### src/rtl/alu_input_seq.sv
// Operand/opcode entry sequencer: collects A, B and OP from a shared 4-bit bus on LOAD edges,
// then presents the set to the ALU until the downstream stage accepts it with READY.
module alu_input_seq #(
    parameter int unsigned CNT_W = 8
) (
    input  logic             CLK,
    input  logic             RST_N,
    input  logic [3:0]       DIN,
    input  logic             LOAD,
    input  logic             CLR,
    input  logic             READY,
    output logic [3:0]       A,
    output logic [3:0]       B,
    output logic [1:0]       OP,
    output logic             VALID,
    output logic [1:0]       STATE,
    output logic [CNT_W-1:0] TXN_CNT
);

    typedef enum logic [1:0] {
        StGetA    = 2'b00,
        StGetB    = 2'b01,
        StGetOp   = 2'b10,
        StPresent = 2'b11
    } state_e;

    state_e           state_q;
    logic             load_q;
    logic             armed_q;
    logic [3:0]       a_q;
    logic [3:0]       b_q;
    logic [1:0]       op_q;
    logic             valid_q;
    logic [CNT_W-1:0] txn_cnt_q;
    logic             load_ev;

    // armed_q blocks a LOAD that was already high when reset released from counting as an edge.
    assign load_ev = LOAD & ~load_q & armed_q;

    always_ff @(posedge CLK or negedge RST_N) begin
        if (!RST_N) begin
            state_q   <= StGetA;
            load_q    <= 1'b0;
            armed_q   <= 1'b0;
            a_q       <= 4'h0;
            b_q       <= 4'h0;
            op_q      <= 2'b00;
            valid_q   <= 1'b0;
            txn_cnt_q <= '0;
        end else begin
            load_q <= LOAD;
            if (!LOAD) begin
                armed_q <= 1'b1;
            end
            if (CLR) begin
                state_q <= StGetA;
                valid_q <= 1'b0;
                a_q     <= 4'h0;
                b_q     <= 4'h0;
                op_q    <= 2'b00;
            end else begin
                unique case (state_q)
                    StGetA: begin
                        if (load_ev) begin
                            a_q     <= DIN;
                            state_q <= StGetB;
                        end
                    end
                    StGetB: begin
                        if (load_ev) begin
                            b_q     <= DIN;
                            state_q <= StGetOp;
                        end
                    end
                    StGetOp: begin
                        if (load_ev) begin
                            op_q    <= DIN[1:0];
                            valid_q <= 1'b1;
                            state_q <= StPresent;
                        end
                    end
                    StPresent: begin
                        if (READY) begin
                            valid_q   <= 1'b0;
                            txn_cnt_q <= txn_cnt_q + CNT_W'(1);
                            state_q   <= StGetA;
                        end
                    end
                    default: state_q <= StGetA;
                endcase
            end
        end
    end

    assign A       = a_q;
    assign B       = b_q;
    assign OP      = op_q;
    assign VALID   = valid_q;
    assign STATE   = state_q;
    assign TXN_CNT = txn_cnt_q;

endmodule

### config.mk
export PLATFORM = sky130hd
export DESIGN_NAME = alu_input_seq
export DESIGN_NICKNAME = d
export VERILOG_FILES = /design/src/rtl/alu_input_seq.sv
export SDC_FILE = /design/constraint.sdc
export NUM_CORES = 1
export LEC_CHECK = 0
export CORE_MARGIN = 2
export CORE_UTILIZATION = 53
export CTS_BUF_LIST = sky130_fd_sc_hd__clkbuf_2 sky130_fd_sc_hd__clkbuf_4 sky130_fd_sc_hd__clkbuf_8
export CTS_CLUSTER_DIAMETER = 60
export CTS_CLUSTER_SIZE = 10
export DETAILED_ROUTE_END_ITERATION = 8
export PLACE_DENSITY = 0.92
export SYNTH_ARGS = -nofsm -noshare
export SYNTH_HDL_FRONTEND = slang
export SYNTH_SLANG_ARGS = --single-unit
### constraint.sdc
create_clock -name CLK -period 3.5 [get_ports CLK]
set_clock_uncertainty 0.1 [all_clocks]
set_input_delay 0.7 -clock CLK [delete_from_list [all_inputs] [get_ports CLK]]
set_output_delay 0.7 -clock CLK [all_outputs]
set_load 0.02 [all_outputs]
Word-level counts from Yosys, hierarchy flattened

Index checks and enable logic that the tools add are counted.

Bits of input ports: 9
Register bits: 23
Output and inout bits: 21

Equal/unequal tests: 7
Add/subtract/negate cells: 1
Bitwise gates (word level): 4
Reductions and logical operators: 12
Muxes and demuxes: 18

Operators by type and width:

| operator                                                        | count |
|---|---|
| 4-bit 2-to-1 mux                                                | 5 |
| 2-bit 2-to-1 mux                                                | 8 |
| 3-bit != test, second input constant                            | 4 |
| 8-bit by 1-bit adder with 8-bit output, second input constant   | 1 |
| 2-bit case mux with 4 select lines                              | 1 |
| 2-bit nonzero test                                              | 4 |
| 2-bit AND reduction                                             | 3 |
| 3-bit AND reduction                                             | 2 |
| 2-bit == test, second input constant                            | 2 |
| 4-bit AND reduction                                             | 1 |
| 1-bit 2-to-1 mux                                                | 3 |
| 3-bit nonzero test                                              | 1 |
| 1-bit AND                                                       | 2 |
| 2-bit by 1-bit == test with 1-bit output, second input constant | 1 |
| 2-bit zero test                                                 | 1 |
| 1-bit NOT                                                       | 2 |
| 1-bit case mux with 2 select lines                              | 1 |

Depth between registers and ports, before layout

Word-level depth: 6
Gate-level depth with buffers: 5
Mapped depth without buffers: 5

Worst setup path before layout

Ideal clock, no wire load.

Path kind: flip-flop to flip-flop
From: register state_q[0], in the netlist STATE[0]
To: register state_q[0], in the netlist STATE[0]
Clock period less this slack: 1.924 ns
Data arrival time: 1.689 ns
Cell stages (with the launch flop): 6
Setup slack: 1.576 ns
Cells stage by stage: dfrtp_1 -> inv_1 -> ha_1 -> or3_4 -> a2111oi_2 -> a211oi_1

Cells in the longest elaborated chain, start to end: 3

RTL lines:

| what                                                                                 | RTL line | source |
|---|---|---|
| start: declaration                                                                   | 27       | `state_e state_q;` |
| start signal: assignment                                                             | 42       | `state_q <= StGetA;` |
| start signal: assignment                                                             | 56       | `state_q <= StGetA;` |
| start signal: assignment                                                             | 66       | `state_q <= StGetB;` |
| 2-bit by 1-bit == test with 1-bit output, or another cell as far along               | 62       | `unique case (state_q)` |
| 3-bit != test (no line) / 2-bit case mux with 4 select lines (equally long branches) | -        |  |
| 4-bit AND reduction (no line) / 2-bit 2-to-1 mux (equally long branches)             | -        |  |

Several ways; a longest one is shown, not always the timed one.
A chain may end at the register's enable or synchronous reset.

Final worst setup path

From: register txn_cnt_q[2], in the netlist TXN_CNT[2]
To: output TXN_CNT[2]

RTL lines:

| what                     | RTL line | source |
|---|---|---|
| start: declaration       | 34       | `logic [CNT_W-1:0] txn_cnt_q;` |
| start signal: assignment | 85       | `txn_cnt_q <= txn_cnt_q + CNT_W'(1);` |
| end: declaration         | 17       | `output logic [CNT_W-1:0] TXN_CNT` |

No word-level cell between the ends.

==> summary.md <==
| Metric | Value |
|---|---|
| Status | `finished clean` |
| Clock sink count | `23` |
| Reg2Reg Setup Slack | `1.55 ns` |
| CP Capture Point | `TXN_CNT[2]` |
| CP required | `2.70 ns` |
| Avg Inst Size Synth | `12.0 um^2` |
| Critical Path Max Stage Delay | `0.65 ns` |
| Worst r2r path cells | `5` |
| Critical Path Fanout Max | `6` |
| Die X | `49.6 um` |
| Worst setup SP type | `flip-flop` |
| XOR/XNOR share of the synthesized area | `0.0556` |
| Slew Limit Fails | `0` |
| TritonRoute pass-1 iters | `4` |
| CP endpoint kind | `primary output` |
| WL/cell | `15.2 um` |
| Final Non-Filler Cells | `151` |
| Maxcap violations | `0` |
| Tot Pwr | `728 uW` |
| Synth unique cells | `26` |
| Number of global-route vias before repair | `820` |
| Reg2reg end | `STATE[0]$_DFFE_PN0P_` |
| PD cells | `502 mW/mm^2` |
| Num CTS Buffers | `3` |
| Post-Syn Nets | `107` |
| Area after DPL | `0.00142 mm^2` |
| # rows | `16` |
| Simple-Gate Fraction of Synth Area | `0.160` |
| Initial Utilization | `0.562` |
| P_leak | `0.700 nW` |
| Commonest non-fill, non-tap cell in the layout | `clkdlybuf4s50_1` |
| DR vias/cell | `5.48` |
| Share of cells above drive strength 1 | `0.0645` |
| Synthesized area | `0.00110 mm^2` |
| Total gr overflow | `0` |
| Clk slew on worst S/H paths | `0.12 ns` |
| Gr usage total | `0.212` |
| Core Box Area | `0.00196 mm^2` |
| Min Tclk post-route | `2.23 ns` |
| Nets | `140` |
| Worst slew pin tran | `0.996 ns` |
| Mapped Cells | `92` |
| RSZ-0062 raised after global routing | `false` |
| Post-CTS setup repair buffer count | `0` |
| IO buf count | `29` |
| CP Depth | `1` |
| Endpoints failing hold | `0` |
| Multiplexer share of the synthesized area | `0.0998` |
| # resized after CTS | `0` |
| Clock Tree Root | `clkbuf_4` |
| Register area share after synthesis | `0.522` |
| Placer Congestion | `0.786` |
| Yosys reg bits | `23` |
| Largest family of logic cells by synthesized area | `simple AND/OR/NAND/NOR gates` |
| Initial DRC count | `8` |
| H-tree lvl count | `1` |
| CTS Buffer Depth | `2` |
| Die Area | `0.00246 mm^2` |
| Routed wl met2 | `1.16 mm` |
| # diodes | `0` |
| Place WS | `0.985 ns` |
| CP Cell Sequence | `clkdlybuf4s50_1` |
| Post-layout util | `0.740` |
| Crit path from | `TXN_CNT[2]$_DFFE_PN0P_` |
| Met3 routed WL | `95 um` |
| Cell family with most CP delay | `buffers and inverters` |
| Max stage delay cell, worst path | `clkdlybuf4s50_1` |
| Via count | `828` |
| Bufs and invs on worst path | `1` |
| Yosys warning count | `0` |
| Fin area | `0.00145 mm^2` |
| CTS tree | `done` |
| Final setup viols | `0` |
| Largest net degree at the start of global routing | `24` |
| HPWL after DPL | `1.71 mm` |
| Die height | `49.6 um` |
| Peak VDD IR | `0.321 mV` |
| Arrival time at the worst endpoint | `1.43 ns` |
| Syn-to-layout area delta | `31.5%` |
| First-pass GRT wire length | `3.85 mm` |
| Relative slew slack | `0.334` |
| Top Layer Used | `met4` |
| Cells after DPL | `147` |
| Final period utilization | `0.636` |
| Final TNS setup | `0 ns` |
| Hold WC Path Type | `flip-flop to flip-flop` |
| PnR worst setup slack | `1.27 ns` |
| Fmax | `0.449 GHz` |
| Post-Route WL | `2.30 mm` |
| Most frequent cells in the layout | `clkdlybuf4s50_1, dfrtp_1, mux2i_1` |
| Hold Buf Count CTS | `0` |
| Compound-gate portion of the synthesized area | `0.0748` |
| I/O pin count | `30` |
| Adder-Cell Fraction of Synth Area | `0.0680` |
| Clock latency on the worst-skew pair | `0.31 ns` |
| Antenna-violating nets left | `0` |
| Post-route DRC | `0` |
| Reg2reg start | `STATE[0]$_DFFE_PN0P_` |
| Crit Path Category | `flip-flop to primary output` |
| Initial antenna violation count | `0` |
| Final hold slack | `0.389 ns` |
| Routed length on met1 | `1.00 mm` |
## cell usage after synthesis
cell / n / area (um^2)
or3_4: 1 / 11.3
xor2_1: 2 / 17.5
mux2i_1: 11 / 110
clkbuf_1: 1 / 3.75
nor4_1: 1 / 6.26
nand4_1: 3 / 18.8
xnor2_1: 5 / 43.8
a211oi_1: 2 / 15.0
and2b_1: 1 / 7.51
ha_1: 6 / 75.1
nand4b_1: 3 / 26.3
nand2b_1: 1 / 6.26
nand2_1: 6 / 22.5
nand3b_1: 2 / 15.0
a21o_1: 1 / 7.51
inv_1: 5 / 18.8
and3_1: 1 / 6.26
a31o_1: 1 / 8.76
nand3_1: 1 / 5.00
nor2_1: 10 / 37.5
dfrtp_1: 23 / 576
a31o_2: 1 / 8.76
a2111oi_4: 1 / 27.5
nor3_1: 1 / 5.00
and3b_1: 1 / 8.76
a2111oi_2: 1 / 15.0
## worst min-delay path by stage
stage	start	end	slack (ns)	cells after the start
final	TXN_CNT[7]$_DFFE_PN0P_	TXN_CNT[7]$_DFFE_PN0P_	0.39	1
after detailed placement	TXN_CNT[7]$_DFFE_PN0P_	TXN_CNT[7]$_DFFE_PN0P_	0.36	1
after CTS	TXN_CNT[7]$_DFFE_PN0P_	TXN_CNT[7]$_DFFE_PN0P_	0.39	1
after floorplan	RST_N	A[0]$_DFFE_PN0P_	0.30	0
after global placement	TXN_CNT[7]$_DFFE_PN0P_	TXN_CNT[7]$_DFFE_PN0P_	0.37	1
after global routing	TXN_CNT[7]$_DFFE_PN0P_	TXN_CNT[7]$_DFFE_PN0P_	0.41	1
## power breakdown
group | leakage, nW | total [mW] | internal (mW) | switching [mW]
sequential | 0.310 | 0.324 | 0.294 | 0.0299
combinational | 0.372 | 0.283 | 0.134 | 0.149
clock | 0.0177 | 0.121 | 0.0426 | 0.0784
## kinds of logic (layout without fill, tap and decap cells)
kind of cell	Yosys count	after routing
XOR/XNOR	7	7
flip-flops	23	23
buffers and inverters	6	38
adder cells (fa/ha/maj)	6	6
AND/OR/NAND/NOR	32	32
AO/OA/AOI/OAI	7	7
multiplexers	11	11
## registers in the layout, indices dropped and copies added, names as in the netlist
signal,cells
A,4
B,4
OP,2
STATE,2
TXN_CNT,8
VALID,1
armed_q,1
load_q,1
## metal layers
layer,vias to the layer above,track usage
met5,-,0
met4,0,0.0833
met3,8,0.0424
met2,22,0.369
met1,410,0.255
li1,388,-
## layout make-up
class	instances	area, um^2
clock buffers	3	22.5
flip-flops and latches	23	576
well taps	27	33.8
fillers	154	510
repair buffers	29	290
clock inverters	1	5.00
multi-input cells	63	505
inverters	5	18.8
Power figures use the tool's default switching activity.
